`src/rtl/mips_ctrl_pkg.sv`:
```
// rtl/mips_ctrl_pkg.sv - shared types and encodings for the multicycle MIPS controller
package mips_ctrl_pkg;

    // Controller states; FETCH is the reset state.
    typedef enum logic [3:0] {
        S_FETCH,
        S_DECODE,
        S_MEMADR,
        S_MEMRD,
        S_MEMWB,
        S_MEMWR,
        S_EXEC,
        S_ALUWB,
        S_BRANCH,
        S_ADDIEX,
        S_ADDIWB,
        S_JUMP
    } state_t;

    // Opcodes (IR[31:26])
    localparam logic [5:0] OP_RTYPE = 6'b000000;
    localparam logic [5:0] OP_LW    = 6'b100011;
    localparam logic [5:0] OP_SW    = 6'b101011;
    localparam logic [5:0] OP_BEQ   = 6'b000100;
    localparam logic [5:0] OP_BNE   = 6'b000101;
    localparam logic [5:0] OP_ADDI  = 6'b001000;
    localparam logic [5:0] OP_J     = 6'b000010;

    // R-type funct codes (IR[5:0])
    localparam logic [5:0] FN_ADD = 6'b100000;
    localparam logic [5:0] FN_SUB = 6'b100010;
    localparam logic [5:0] FN_AND = 6'b100100;
    localparam logic [5:0] FN_OR  = 6'b100101;
    localparam logic [5:0] FN_SLT = 6'b101010;

    // Native 4-bit ALU operation codes
    localparam logic [3:0] ALU_AND = 4'b0000;
    localparam logic [3:0] ALU_OR  = 4'b0001;
    localparam logic [3:0] ALU_ADD = 4'b0010;
    localparam logic [3:0] ALU_SUB = 4'b0110;
    localparam logic [3:0] ALU_SLT = 4'b0111;

    // ALU B-operand select
    localparam logic [1:0] ASB_RT      = 2'b00;
    localparam logic [1:0] ASB_FOUR    = 2'b01;
    localparam logic [1:0] ASB_IMM     = 2'b10;
    localparam logic [1:0] ASB_IMM_SH2 = 2'b11;

    // PC source select
    localparam logic [1:0] PC_ALU    = 2'b00;
    localparam logic [1:0] PC_ALUOUT = 2'b01;
    localparam logic [1:0] PC_JUMP   = 2'b10;

endpackage

```
`src/rtl/alu_decoder.sv`:
```
// rtl/alu_decoder.sv - R-type funct to ALU control decoder with legality flag
module alu_decoder
    import mips_ctrl_pkg::*;
#(
    parameter int ALUCTRL_W = 4
) (
    input  logic [5:0]           funct,
    output logic [ALUCTRL_W-1:0] alu_control,
    output logic                 valid
);

    logic [3:0] code;

    // Map funct to the native ALU code; unknown functs report valid=0 and code 0.
    always_comb begin
        code  = 4'b0000;
        valid = 1'b1;
        case (funct)
            FN_ADD:  code = ALU_ADD;
            FN_SUB:  code = ALU_SUB;
            FN_AND:  code = ALU_AND;
            FN_OR:   code = ALU_OR;
            FN_SLT:  code = ALU_SLT;
            default: valid = 1'b0;
        endcase
    end

    assign alu_control = ALUCTRL_W'(code);

endmodule

```
`src/rtl/multicycle_control.sv`:
```
// rtl/multicycle_control.sv - multicycle MIPS main controller FSM (optional BNE via MULTICYCLE_CTRL_BNE_EN)
module multicycle_control
    import mips_ctrl_pkg::*;
#(
    parameter int ALUCTRL_W = 4
) (
    input  logic                 clk,
    input  logic                 rst_n,
    input  logic [5:0]           op,
    input  logic [5:0]           funct,
    input  logic                 zero,
    input  logic                 mem_ready,
    output logic                 mem_req,
    output logic                 iord,
    output logic                 mem_write,
    output logic                 ir_write,
    output logic                 reg_dst,
    output logic                 mem_to_reg,
    output logic                 reg_write,
    output logic                 alu_src_a,
    output logic [1:0]           alu_src_b,
    output logic [ALUCTRL_W-1:0] alu_control,
    output logic [1:0]           pc_src,
    output logic                 pc_en,
    output logic                 illegal_op,
    output logic                 instr_done
);

    localparam logic [ALUCTRL_W-1:0] ALU_ADD_W = ALUCTRL_W'(ALU_ADD);
    localparam logic [ALUCTRL_W-1:0] ALU_SUB_W = ALUCTRL_W'(ALU_SUB);

    state_t                 state;
    state_t                 next_state;
    logic [ALUCTRL_W-1:0]   dec_alu;
    logic                   dec_valid;
    logic                   branch_take;

    alu_decoder #(
        .ALUCTRL_W (ALUCTRL_W)
    ) u_alu_decoder (
        .funct       (funct),
        .alu_control (dec_alu),
        .valid       (dec_valid)
    );

`ifdef MULTICYCLE_CTRL_BNE_EN
    logic ne;

    // Remember whether the decoded branch is BNE so BRANCH can invert the zero test.
    always_ff @(posedge clk or negedge rst_n) begin
        if (!rst_n) begin
            ne <= 1'b0;
        end else if (state == S_DECODE) begin
            ne <= (op == OP_BNE);
        end
    end

    assign branch_take = ne ? ~zero : zero;
`else
    assign branch_take = zero;
`endif

    // State register; reset parks the controller in FETCH.
    always_ff @(posedge clk or negedge rst_n) begin
        if (!rst_n) begin
            state <= S_FETCH;
        end else begin
            state <= next_state;
        end
    end

    // Next-state and output decode; everything is forced low while reset is held.
    always_comb begin
        next_state  = state;
        mem_req     = 1'b0;
        iord        = 1'b0;
        mem_write   = 1'b0;
        ir_write    = 1'b0;
        reg_dst     = 1'b0;
        mem_to_reg  = 1'b0;
        reg_write   = 1'b0;
        alu_src_a   = 1'b0;
        alu_src_b   = ASB_RT;
        alu_control = '0;
        pc_src      = PC_ALU;
        pc_en       = 1'b0;
        illegal_op  = 1'b0;
        instr_done  = 1'b0;

        if (rst_n) begin
            case (state)
                S_FETCH: begin
                    mem_req     = 1'b1;
                    alu_src_b   = ASB_FOUR;
                    alu_control = ALU_ADD_W;
                    pc_src      = PC_ALU;
                    if (mem_ready) begin
                        ir_write   = 1'b1;
                        pc_en      = 1'b1;
                        next_state = S_DECODE;
                    end
                end
                S_DECODE: begin
                    alu_src_b   = ASB_IMM_SH2;
                    alu_control = ALU_ADD_W;
                    case (op)
                        OP_LW, OP_SW: next_state = S_MEMADR;
                        OP_RTYPE:     next_state = S_EXEC;
                        OP_BEQ:       next_state = S_BRANCH;
`ifdef MULTICYCLE_CTRL_BNE_EN
                        OP_BNE:       next_state = S_BRANCH;
`endif
                        OP_ADDI:      next_state = S_ADDIEX;
                        OP_J:         next_state = S_JUMP;
                        default: begin
                            illegal_op = 1'b1;
                            next_state = S_FETCH;
                        end
                    endcase
                end
                S_MEMADR: begin
                    alu_src_a   = 1'b1;
                    alu_src_b   = ASB_IMM;
                    alu_control = ALU_ADD_W;
                    next_state  = (op == OP_SW) ? S_MEMWR : S_MEMRD;
                end
                S_MEMRD: begin
                    mem_req = 1'b1;
                    iord    = 1'b1;
                    if (mem_ready) begin
                        next_state = S_MEMWB;
                    end
                end
                S_MEMWB: begin
                    reg_write  = 1'b1;
                    mem_to_reg = 1'b1;
                    instr_done = 1'b1;
                    next_state = S_FETCH;
                end
                S_MEMWR: begin
                    mem_req   = 1'b1;
                    iord      = 1'b1;
                    mem_write = 1'b1;
                    if (mem_ready) begin
                        instr_done = 1'b1;
                        next_state = S_FETCH;
                    end
                end
                S_EXEC: begin
                    alu_src_a   = 1'b1;
                    alu_src_b   = ASB_RT;
                    alu_control = dec_alu;
                    if (dec_valid) begin
                        next_state = S_ALUWB;
                    end else begin
                        illegal_op = 1'b1;
                        next_state = S_FETCH;
                    end
                end
                S_ALUWB: begin
                    reg_write  = 1'b1;
                    reg_dst    = 1'b1;
                    instr_done = 1'b1;
                    next_state = S_FETCH;
                end
                S_BRANCH: begin
                    alu_src_a   = 1'b1;
                    alu_src_b   = ASB_RT;
                    alu_control = ALU_SUB_W;
                    pc_src      = PC_ALUOUT;
                    pc_en       = branch_take;
                    instr_done  = 1'b1;
                    next_state  = S_FETCH;
                end
                S_ADDIEX: begin
                    alu_src_a   = 1'b1;
                    alu_src_b   = ASB_IMM;
                    alu_control = ALU_ADD_W;
                    next_state  = S_ADDIWB;
                end
                S_ADDIWB: begin
                    reg_write  = 1'b1;
                    instr_done = 1'b1;
                    next_state = S_FETCH;
                end
                S_JUMP: begin
                    pc_src     = PC_JUMP;
                    pc_en      = 1'b1;
                    instr_done = 1'b1;
                    next_state = S_FETCH;
                end
                default: next_state = S_FETCH;
            endcase
        end
    end

endmodule

```
`config.mk`:
```
export PLATFORM = sky130hd
export DESIGN_NAME = multicycle_control
export DESIGN_NICKNAME = d
export VERILOG_FILES = /design/src/rtl/mips_ctrl_pkg.sv /design/src/rtl/alu_decoder.sv /design/src/rtl/multicycle_control.sv
export SDC_FILE = /design/constraint.sdc
export NUM_CORES = 1
export LEC_CHECK = 0
export ABC_CLOCK_PERIOD_IN_PS = 1900
export CORE_ASPECT_RATIO = 1.4
export CORE_MARGIN = 2
export CORE_UTILIZATION = 43
export DETAILED_ROUTE_END_ITERATION = 7
export GPL_TIMING_DRIVEN = 0
export HOLD_SLACK_MARGIN = 0.06
export PLACE_DENSITY = 0.8
export SYNTH_ARGS = -nofsm -noshare
export SYNTH_HDL_FRONTEND = slang
export SYNTH_HIERARCHICAL = 1
export SYNTH_SLANG_ARGS = --single-unit
```
`constraint.sdc`:
```
create_clock -name clk -period 1.9 [get_ports clk]
set_clock_uncertainty 0.1 [all_clocks]
set_input_delay 0.19 -clock clk [delete_from_list [all_inputs] [get_ports clk]]
set_output_delay 0.19 -clock clk [all_outputs]
set_load 0.05 [all_outputs]
```
==> metrics, run 1 <==
status finished, final reports clean; final std cells w/o fill between 150 and 200; clk sinks 4; IO Pins 35; largest net degree at the start of global routing 11; Placed Cells 173; Synth Instances 120; RSZ-0062 raised after global routing yes; Tcrit/Tclk final 0.977; final hold vios 0; max cap viols 0; Multi-input gate area 773 um2; biggest regs state (4); Clk pin slew, worst setup/hold paths 40 ps; max reg flops 4; Horiz. Die Dim between 40 and 50 um; Die Area 2420 um2; sequential-to-total area share from yosys stat 0.114; clk root buf clkbuf_4; min Tclk post-route roughly 1900 ps; Post-DP HPWL 1940 um; Max VDD drop 0.000615 V; Worst-Skew Late Latency between 200 and 250 ps; CORE AREA 1950 um2; Pleak 0.560 nW; async set-or-reset flop fraction in the synthesized netlist 1.00; WL final 2690 um; Mapped Nets between 100 and 150; post-DR wirelength/cell 15.1 um; Finish-stage setup viols 0; gpl congestion 0.843; die height 57.4 um; mean post-synth cell area between 7 and 8 um2; Final Net Count roughly 180; CP Data Arrival Time 1570 ps; P&R area growth vs syn 52.0%; I/O Buffers 32; flops & latches, synth 4; CTS Buffer Depth 2; Primary FF master, synth dfrtp_1; cell taking the most area after synthesis dfrtp_1; Synth Warn # 6; Reg with most FFs state; critical-path maximum fanout 10; max-slew violations 0; first-pass GRT wire length 4400 um; count of cell types in the netlist 50; Rows 19; number of global-route vias before repair between 1k and 1.5k; Tightest Hold Check Type in -> reg; ANT cells 0; initial drt markers 33; Routed Antenna Nets 0; Yosys top cell area share 0.114; CP Capture Type primary output; Crit path required time 1610 ps; residual DRC count 0; Post-Layout Inst Area 1330 um2; CTS tree built; clock buffers created by TritonCTS 3; starting density of the core 0.449; f_max 539 MHz; Vias 1075; synthesized area 876 um2; critical path class reg -> out; overall power 0.00130 W; Vias per Instance 6.04; drt first pass iters 4; Post-synth EDFFs 0; Pwr Density 974 nW/um2; number of fillers in the final layout ~180; initial antenna violation count 0; register area 103 um2; Remaining Overflow, GRT 0; CP Launch Type flip-flop; Synth area leaders dfrtp_1 11%, a21oi_1 4.6%, nor3_1 4.6%, o21ai_0 4.6%, nor2_1 3.9%; Tot GR Track Use 0.229; placed cell area 1250 um2; CTS H-tree lvls 1; layout cell share with drive strength beyond 1 0.395
==> area by class of cell <==
| type | instances | area share |
|---|---|---|
| Buffer | 11 | 0.0677 |
| Multi-Input combinational cell | 101 | 0.581 |
| Inverter | 4 | 0.0113 |
| Timing Repair Buffer | 34 | 0.227 |
| Tap cell | 21 | 0.0197 |
| Sequential cell | 4 | 0.0771 |
| Clock buffer | 3 | 0.0169 |
==> synth_stat cells (2+ instances only) <==
cell type and instances:
and2_1 3, nand2_1 8, buf_4 2, a21oi_1 8
buf_6 3, o211ai_1 3, nand2b_1 3, nor4_1 4
inv_2 2, xor2_1 2, nor2b_1 5, nor2_1 9
nand4_1 2, mux2i_1 2, inv_1 2, buf_2 5
nor3b_1 2, or4bb_1 2, dfrtp_1 4, nor3_1 8
o21ai_0 8, a2bb2oi_1 3, a31oi_1 3
==> stage by stage <==
step	hold WS [ps]	worst slack, ps	setup TNS, ps	utilization
after CTS	314	3.16	0	0.655
final	317	43.9	0	0.683
after global routing	356	-6.22	-19.0	0.683
after global placement	303	-840	-12260	0.641
after floorplan	-206	-295	-943	-
after detailed placement	307	-847	-12760	0.641
==> worst max-delay path, stage by stage (launching register included) <==
cell and delay (ps):
dfrtp_2 430, buf_6 150, buf_4 170, nor3_1 160, clkdlybuf4s15_2 400
==> cell usage in the layout (no fill, tap or decap), drive strengths merged, types with 4 or more instances in the layout <==
cell	count
buf	22
nor2	10
clkdlybuf4s50	9
clkbuf	9
nand2	9
nor3	9
o21ai	8
a21oi	8
nor2b	5
nor4	5
dlygate4sd2	4
inv	4
o211ai	4
nand2b	4
dfrtp	4
==> metal layers <==
metal  track usage  routed length (um)  share of wire
met4        0.0759                  46          0.017
met2         0.415                1500           0.56
met3        0.0190                  94          0.035
met1         0.281                1050           0.39
met5             0                   0              0
==> report_power, final <==
group | internal (W) | switching [W] | total, W
combinational | 0.000398 | 0.000657 | 0.00106
sequential | 0.000111 | 0.0000231 | 0.000134
clock | 0.0000707 | 0.0000367 | 0.000107
total | 0.000580 | 0.000717 | 0.00130
==> repair_timing <==
action                                  CTS  global route
endpoints found under the setup margin   20            17
pin swaps                                 1             2
resized for setup                       102            29
hold buffers                              1             0
setup buffers                             1             0
hold endpoints to repair                  4             0
==> final timing paths <==
check / cells after the start / startpoint / endpoint / slack (ps)
max: 4 / state[2] / alu_src_b[0] / 40
min: 4 / op[3] / state[2] / 320
max reg2reg: 4 / state[3] / state[1] / 430
min reg2reg: 2 / state[3] / state[3] / 580
max in group asynchronous: 2 / rst_n / state[1] / 1110
min in group asynchronous: 2 / rst_n / state[3] / 390
==> logic make-up (layout without fill, tap and decap cells) <==
| family | after synthesis | in the layout | synth area share |
|---|---|---|---|
| buffers and inverters | 15 | 52 | 0.106 |
| DFF | 4 | 4 | 0.114 |
| muxes | 2 | 2 | 0.0229 |
| and+or+nand+nor | 56 | 56 | 0.384 |
| AOI/OAI and AO/OA | 38 | 38 | 0.320 |
| other | 1 | 1 | 0.00428 |
| xor gates and xnor gates | 4 | 4 | 0.0486 |
Note: power is estimated with default switching activity, not from simulation.
==> run 2: changes to the inputs <==
--- a/config.mk
+++ b/config.mk
@@ -14,4 +14,5 @@
 export HOLD_SLACK_MARGIN = 0.06
 export PLACE_DENSITY = 0.8
+export SLEW_MARGIN = 20
 export SYNTH_ARGS = -nofsm -noshare
 export SYNTH_HDL_FRONTEND = slang
==> constraint.sdc (replaced) <==
create_clock -name clk -period 1.9 [get_ports clk]
set_clock_uncertainty 0.1 [all_clocks]
set_input_delay 0.475 -clock clk [delete_from_list [all_inputs] [get_ports clk]]
set_output_delay 0.475 -clock clk [all_outputs]
set_load 0.05 [all_outputs]
==> run 2 against run 1 <==
The run now fails in 5_1_grt. Synthesized area unchanged. Synthesized cell count unchanged.
==> metrics, run 2 <==
status stopped before the end; Stop stage 5_1_grt; stop err [ERROR GRT-0232] Routing congestion too high. Check the congestion heatmap in the GUI.; Simple-Gate Fraction of Synth Area 0.384; Tot GR Track Use 0.691; mean post-synth cell area 7.30 um2; Post-synth EDFFs 0; XOR/XNOR Fraction of Synth Area 0.0486; I/O Buffers 32; Placed Cells 173; starting density of the core 0.449; Primary FF master, synth dfrtp_1; most frequent cell after synthesis nor2_1; IO Pins 35; count of cell types in the netlist 50; synthesized area between 800 and 900 um2; gpl congestion 0.829; Synth area leaders dfrtp_1 11%, a21oi_1 4.6%, nor3_1 4.6%, o21ai_0 4.6%, nor2_1 3.9%; post-synthesis mux area share 0.0229; clock buffers created by TritonCTS 3; flops & latches, synth 4; Synth Instances between 100 and 150; Adder-Cell Fraction of Synth Area 0; CTS Buffer Depth 2; async set-or-reset flop fraction in the synthesized netlist 1.00; sequential-to-total area share from yosys stat 0.114; Post-DP HPWL 1980 um; Synth Warn # 6; Mapped Nets 136; CTS H-tree lvls 1; largest net degree at the start of global routing 11; clk sinks 4; clk root buf clkbuf_4; cell taking the most area after synthesis dfrtp_1; worst setup endpoint GRT illegal_op; top cells by count, synth 9 x nor2_1, 8 x a21oi_1, 8 x nand2_1, 8 x nor3_1, 8 x o21ai_0; largest family of logic cells by synthesized area simple AND/OR/NAND/NOR gates; Yosys top cell area share 0.114; die height 57.4 um; Rows 19; worst_ep kind output port; Remaining Overflow, GRT 33; Horiz. Die Dim 42.1 um; compound-gate portion of the synthesized area 0.320
run 2: cell counts after synthesis:
Identical to the previous run, type by type.
run 2: through the flow:
step	utilization	TNS, ps	worst slack (ps)	cell area [um2]	hold slack [ps]
2_1_floorplan	-	-1090	-303	1040	79.4
4_1_cts	0.858	-2070	-215	1670	545
3_5_place_dp	0.711	-22950	-1440	1390	595
3_3_place_gp	0.711	-22710	-1440	1390	560
run 2: timing repair:
| action | 4_1_cts |
|---|---|
| hold buffers | 1 |
| gates resized for setup | 208 |
| buffers inserted | 17 |
| setup endpoints to repair | 22 |
| endpoints found under the hold margin | 4 |
| pin swaps | 18 |
run 2: metal layers:
metal | track usage | GRT overflow
met5 | 0 | 0
met4 | 0.772 | 8
met3 | 0.342 | 0
met2 | 0.942 | 25
met1 | 0.713 | 0
run 2: cell families after synthesis:
kind of cell,after synthesis
compound gates,38
buf+inv,15
other cells,1
mux,2
flops,4
simple gates,56
xor+xnor,4
==> run 3: changes to the inputs <==
Settings changed: CORE_AREA set to 2 2 63 65, CORE_ASPECT_RATIO 1.4 to not set, CORE_MARGIN 2 to not set, CORE_UTILIZATION 43 to not set, DIE_AREA set to 0 0 65 67, HOLD_SLACK_MARGIN 0.06 to not set, PLACE_DENSITY 0.8 to not set, PLACE_DENSITY_LB_ADDON set to 0.15.
==> run 3 against run 2 <==
The flow now finishes, with violations (negative setup slack).
==> metrics, run 3 (synthesis results as in run 1) <==
final std cells w/o fill between 200 and 250; clk root buf clkbuf_8; Slowest Stage Delay on Critical Path 430 ps; CP delay by family, top simple AND/OR/NAND/NOR gates; commonest non-fill, non-tap cell in the layout buf_4; Tot GR Track Use 0.171; CP Capture Type primary output; failing checks negative setup slack; Post-Layout Inst Area 2030 um2; RSZ-0062 raised after global routing yes; critical-path maximum fanout 4; Crit path required time 1320 ps; status complete, but fails checks; drt first pass iters 4; ANT cells 0; Vias around 1.2k; starting density of the core 0.243; CTS H-tree lvls 1; critical path class reg -> out; Final Net Count 213; reg2reg setup slack approximately 300 ps; P&R area growth vs syn 131%; Worst-Skew Late Latency 210 ps; CORE AREA 3610 um2; Tightest Hold Check Type in -> async; max cap viols 0; f_max 462 MHz; worst r2r src state[2]; CTS tree built; pre-CTS setup slack -1480 ps; die height 67 um; min Tclk post-route 2160 ps; Pwr Density 916 nW/um2; CTS Buffer Depth 2; Post-DP HPWL 2240 um; IO Pins 35; Crit-path slowest cell dfrtp_2; layout cell share with drive strength beyond 1 0.713; post-DR wirelength/cell 15.0 um; CP Launch Type flip-flop; reg2reg end state[0]; Tcrit/Tclk final 1.14; clock buffers created by TritonCTS 3; residual DRC count 0; number of fillers in the final layout 324; Final Worst Setup Slack -262 ps; Rows 22; CP Data Arrival Time 1590 ps; post-route setup TNS -2010 ps; CP Cell Sequence buf_4 -> nand2b_1 -> nor3_2 -> a32o_2 -> buf_6; Reg2Reg Depth 6; largest net degree at the start of global routing 11; Horiz. Die Dim 65 um; Reg with most FFs state; Placed Cells 200; Finish-stage setup viols 16; placed cell area 1420 um2; gpl congestion 0.771; WL final about 3600 um; initial antenna violation count 0; smallest hold slack 548 ps; biggest regs state (4); I/O Buffers 32; Max VDD drop 0.000330 V; clk sinks 4; initial drt markers 18; Pleak 0.853 nW; first-pass GRT wire length 5940 um; number of global-route vias before repair between 1k and 1.5k; Die Area between 4000 and 5000 um2; most frequent cells in the layout 38 x buf_4, 21 x buf_6, 8 x buf_8; Remaining Overflow, GRT 0; Routed Antenna Nets 0; Vias per Instance 5.01; final hold vios 0; Buf+Inv Stages, Crit Path 2; max-slew violations 0; Clk pin slew, worst setup/hold paths 30 ps; max reg flops 4
==> run 3: routing by layer <==
layer	routed length [um]	track usage	up-vias
li1	-	-	599
met1	1520	0.207	580
met2	1940	0.325	33
met3	119	0.0152	6
met4	54	0.0399	0
met5	0	0	-
==> run 3: worst max path at each step <==
stage | from | endpoint | slack, ps | depth (start not counted)
after floorplan | rst_n | pc_en | -300 | 4
after global placement | rst_n | alu_control[1] | -1470 | 6
after detailed placement | rst_n | alu_control[1] | -1480 | 6
after CTS | funct[1] | illegal_op | -250 | 6
after global routing | funct[1] | illegal_op | -330 | 6
final | state[1] | illegal_op | -260 | 5
==> run 3: where the power goes <==
part           total [W]  switching [W]  internal, W  leakage, nW
Combinational    0.00155       0.000842     0.000706        0.783
Clock           0.000173      0.0000383     0.000135       0.0216
Sequential      0.000135      0.0000233     0.000112       0.0483
Total            0.00186       0.000904     0.000952        0.853
==> run 3: timing repair <==
item | in CTS | in global routing
buffers inserted | 36 | 7
resized for setup | 223 | 18
hold buffers | 1 | 0
endpoints found under the hold margin | 4 | 0
pin swaps | 22 | 11
setup endpoints to repair | 22 | 18
==> run 3: final cells by class <==
type,instances,area (um2),area share
Inverter,4,17.5,0.00864
Multi-Input combinational cell,101,977,0.482
Timing Repair Buffer,72,682,0.336
Buffer,11,145,0.0716
Clock buffer,3,41.3,0.0204
Sequential cell,4,104,0.0512
Tap cell,48,60.1,0.0296
==> run 3: per-stage QoR <==
stage | power [W] | util
after floorplan | 0.000992 | -
after global placement | 0.00126 | 0.393
after detailed placement | 0.00127 | 0.393
after CTS | 0.00177 | 0.528
after global routing | 0.00196 | 0.562
final | 0.00186 | 0.562
==> run 4: changes to the inputs <==
Settings changed: ABC_CLOCK_PERIOD_IN_PS 1900 to 2200, SKIP_CTS_REPAIR_TIMING set to 1.
Clock period 1.9 ns to 2.2 ns, I/O delays scaled along.
==> run 4 against run 3 <==
The run still ends with negative setup slack left. Global-route usage is 4.0 points lower. Clock power fell by 14%. Cell count is 12% lower. Hold slack got worse by 500 ps. Setup slack better by 180 ps. Core utilization fell by 12 points. Routed wire length is 17% lower. Cell area decreased by 21%. Sequential power decreased by 19%. Sequential share of layout area rose by 1.3 points. Count of clock-buffer cells in the layout unchanged. Largest cell class unchanged.
==> metrics, run 4 (synthesis results as in run 1) <==
number of fillers in the final layout between 300 and 400; Final Worst Setup Slack -78.1 ps; Rows 22; f_max 439 MHz; status complete, but fails checks; clock share of power 0.115; Tcrit/Tclk final 1.04; CTS H-tree lvls 1; clock buffers created by TritonCTS 3; ANT cells 0; Slowest Stage Delay on Critical Path 290 ps; CP Cell Sequence buf_8 -> and2b_2 -> a2111oi_4 -> inv_1 -> a32o_2 -> buf_8; max reg flops 4; critical-path maximum fanout 5; CP Capture Type primary output; max cap viols 0; commonest non-fill, non-tap cell in the layout buf_4; Worst-Skew Late Latency about 210 ps; WL final 3000 um; initial drt markers 34; P&R area growth vs syn 82.0%; die height 67 um; Crit path required time ~1600 ps; most used cell, CP buf_8; register area 103 um2; post-route setup TNS -117 ps; Pleak 0.704 nW; Crit-path slowest cell a2111oi_4; Routed Antenna Nets 0; CP Data Arrival Time roughly 1600 ps; reg2reg setup slack roughly 660 ps; clk sinks 4; number of global-route vias before repair roughly 1000; Psw 0.000672 W; Vias per Instance 5.07; reg2reg end state[1]; final std cells w/o fill 215; Gate power share 0.801; first-pass GRT wire length 4610 um; min Tclk post-route 2280 ps; Clk pin slew, worst setup/hold paths 30 ps; most frequent cells in the layout 15 x buf_4, 10 x buf_6, 7 x buf_8, 7 x dlymetal6s2s_1; I/O Buffers 32; Int Pwr 0.000631 W; gpl congestion 0.814; residual DRC count 0; Pwr Density 817 nW/um2; Vias 1090; biggest regs state (4); CP Launch Type primary input; CTS tree built; Reg2Reg Depth 5; largest net degree at the start of global routing 11; worst r2r src state[1]; max-slew violations 0; Tightest Hold Check Type in -> async; layout cell share with drive strength beyond 1 0.575; critical path class in -> out; IO Pins 35; Finish-stage setup viols 2; CORE AREA 3610 um2; starting density of the core 0.243; Tot GR Track Use 0.131; Remaining Overflow, GRT 0; initial antenna violation count 0; Sw Ratio 0.516; post-DR wirelength/cell 14.0 um; Placed Cells 200; Die Area roughly 4400 um2; Final Net Count ~190; clk root buf clkbuf_8; Multi-input gate area between 800 and 900 um2; Max VDD drop 0.000269 V; final hold vios 0; Post-DP HPWL 2190 um; failing checks negative setup slack; Reg with most FFs state; drt first pass iters 4; Horiz. Die Dim 65 um; Reg power frac 0.085; CTS Buffer Depth 2; RSZ-0062 raised after global routing yes
## run 4: cell types whose count changed in the layout (fill, tap and decap cells not counted), sizes merged
cell,change
clkbuf,+9
buf,-37
dlymetal6s2s,+7
dlygate4sd2,-2
clkdlybuf4s15,-4
dlygate4sd3,-1
## run 4: cell type report
class                           instances  share of cell area
Sequential cell                         4              0.0644
Multi-Input combinational cell        101               0.541
Tap cell                               48              0.0377
Inverter                                4             0.00942
Clock buffer                            3              0.0259
Buffer                                 11              0.0636
Timing Repair Buffer                   44               0.258
## run 4: worst max-delay path by stage
stage	start	to	slack, ps	cells after the start
after floorplan	rst_n	alu_src_b[0]	-370	3
after global placement	rst_n	illegal_op	-1280	6
after detailed placement	rst_n	alu_src_b[1]	-1270	5
after CTS	rst_n	illegal_op	-1270	6
after global routing	funct[1]	illegal_op	-150	6
final	funct[1]	illegal_op	-80	6
## run 4: worst max-delay path: cells and delay by family
family	cells	cell delay, ps
AOI/OAI and AO/OA	2	530
and+or+nand+nor	1	230
buffers and inverters	3	320
## run 4: metal layers
metal	vias up	part of all wire	GRT usage
li1	540	-	-
met1	519	0.44	0.186
met2	31	0.52	0.224
met3	0	0.042	0
met4	0	0	0.0239
met5	-	0	0
## run 4: stage by stage
stage | util | area, um2 | setup slack, ps | hold slack (ps) | total power (W)
2_1_floorplan | - | 953 | -366 | 154 | 0.000809
3_3_place_gp | 0.370 | 1330 | -1280 | 604 | 0.00104
3_5_place_dp | 0.370 | 1330 | -1270 | 614 | 0.00104
4_1_cts | 0.381 | 1380 | -1270 | 451 | 0.00120
5_1_grt | 0.442 | 1590 | -149 | 61.5 | 0.00138
6_report | 0.442 | 1590 | -78.1 | 51.6 | 0.00130
## run 4: power groups by stage
stage	Sequential, W	Combinational, W	Clock (W)
finish	0.000110	0.00104	0.000149
global route	0.000112	0.00111	0.000155
CTS	0.000113	0.000935	0.000152
detailed placement	0.000113	0.000931	0
global placement	0.000113	0.000928	0
floorplan	0.000109	0.000700	0
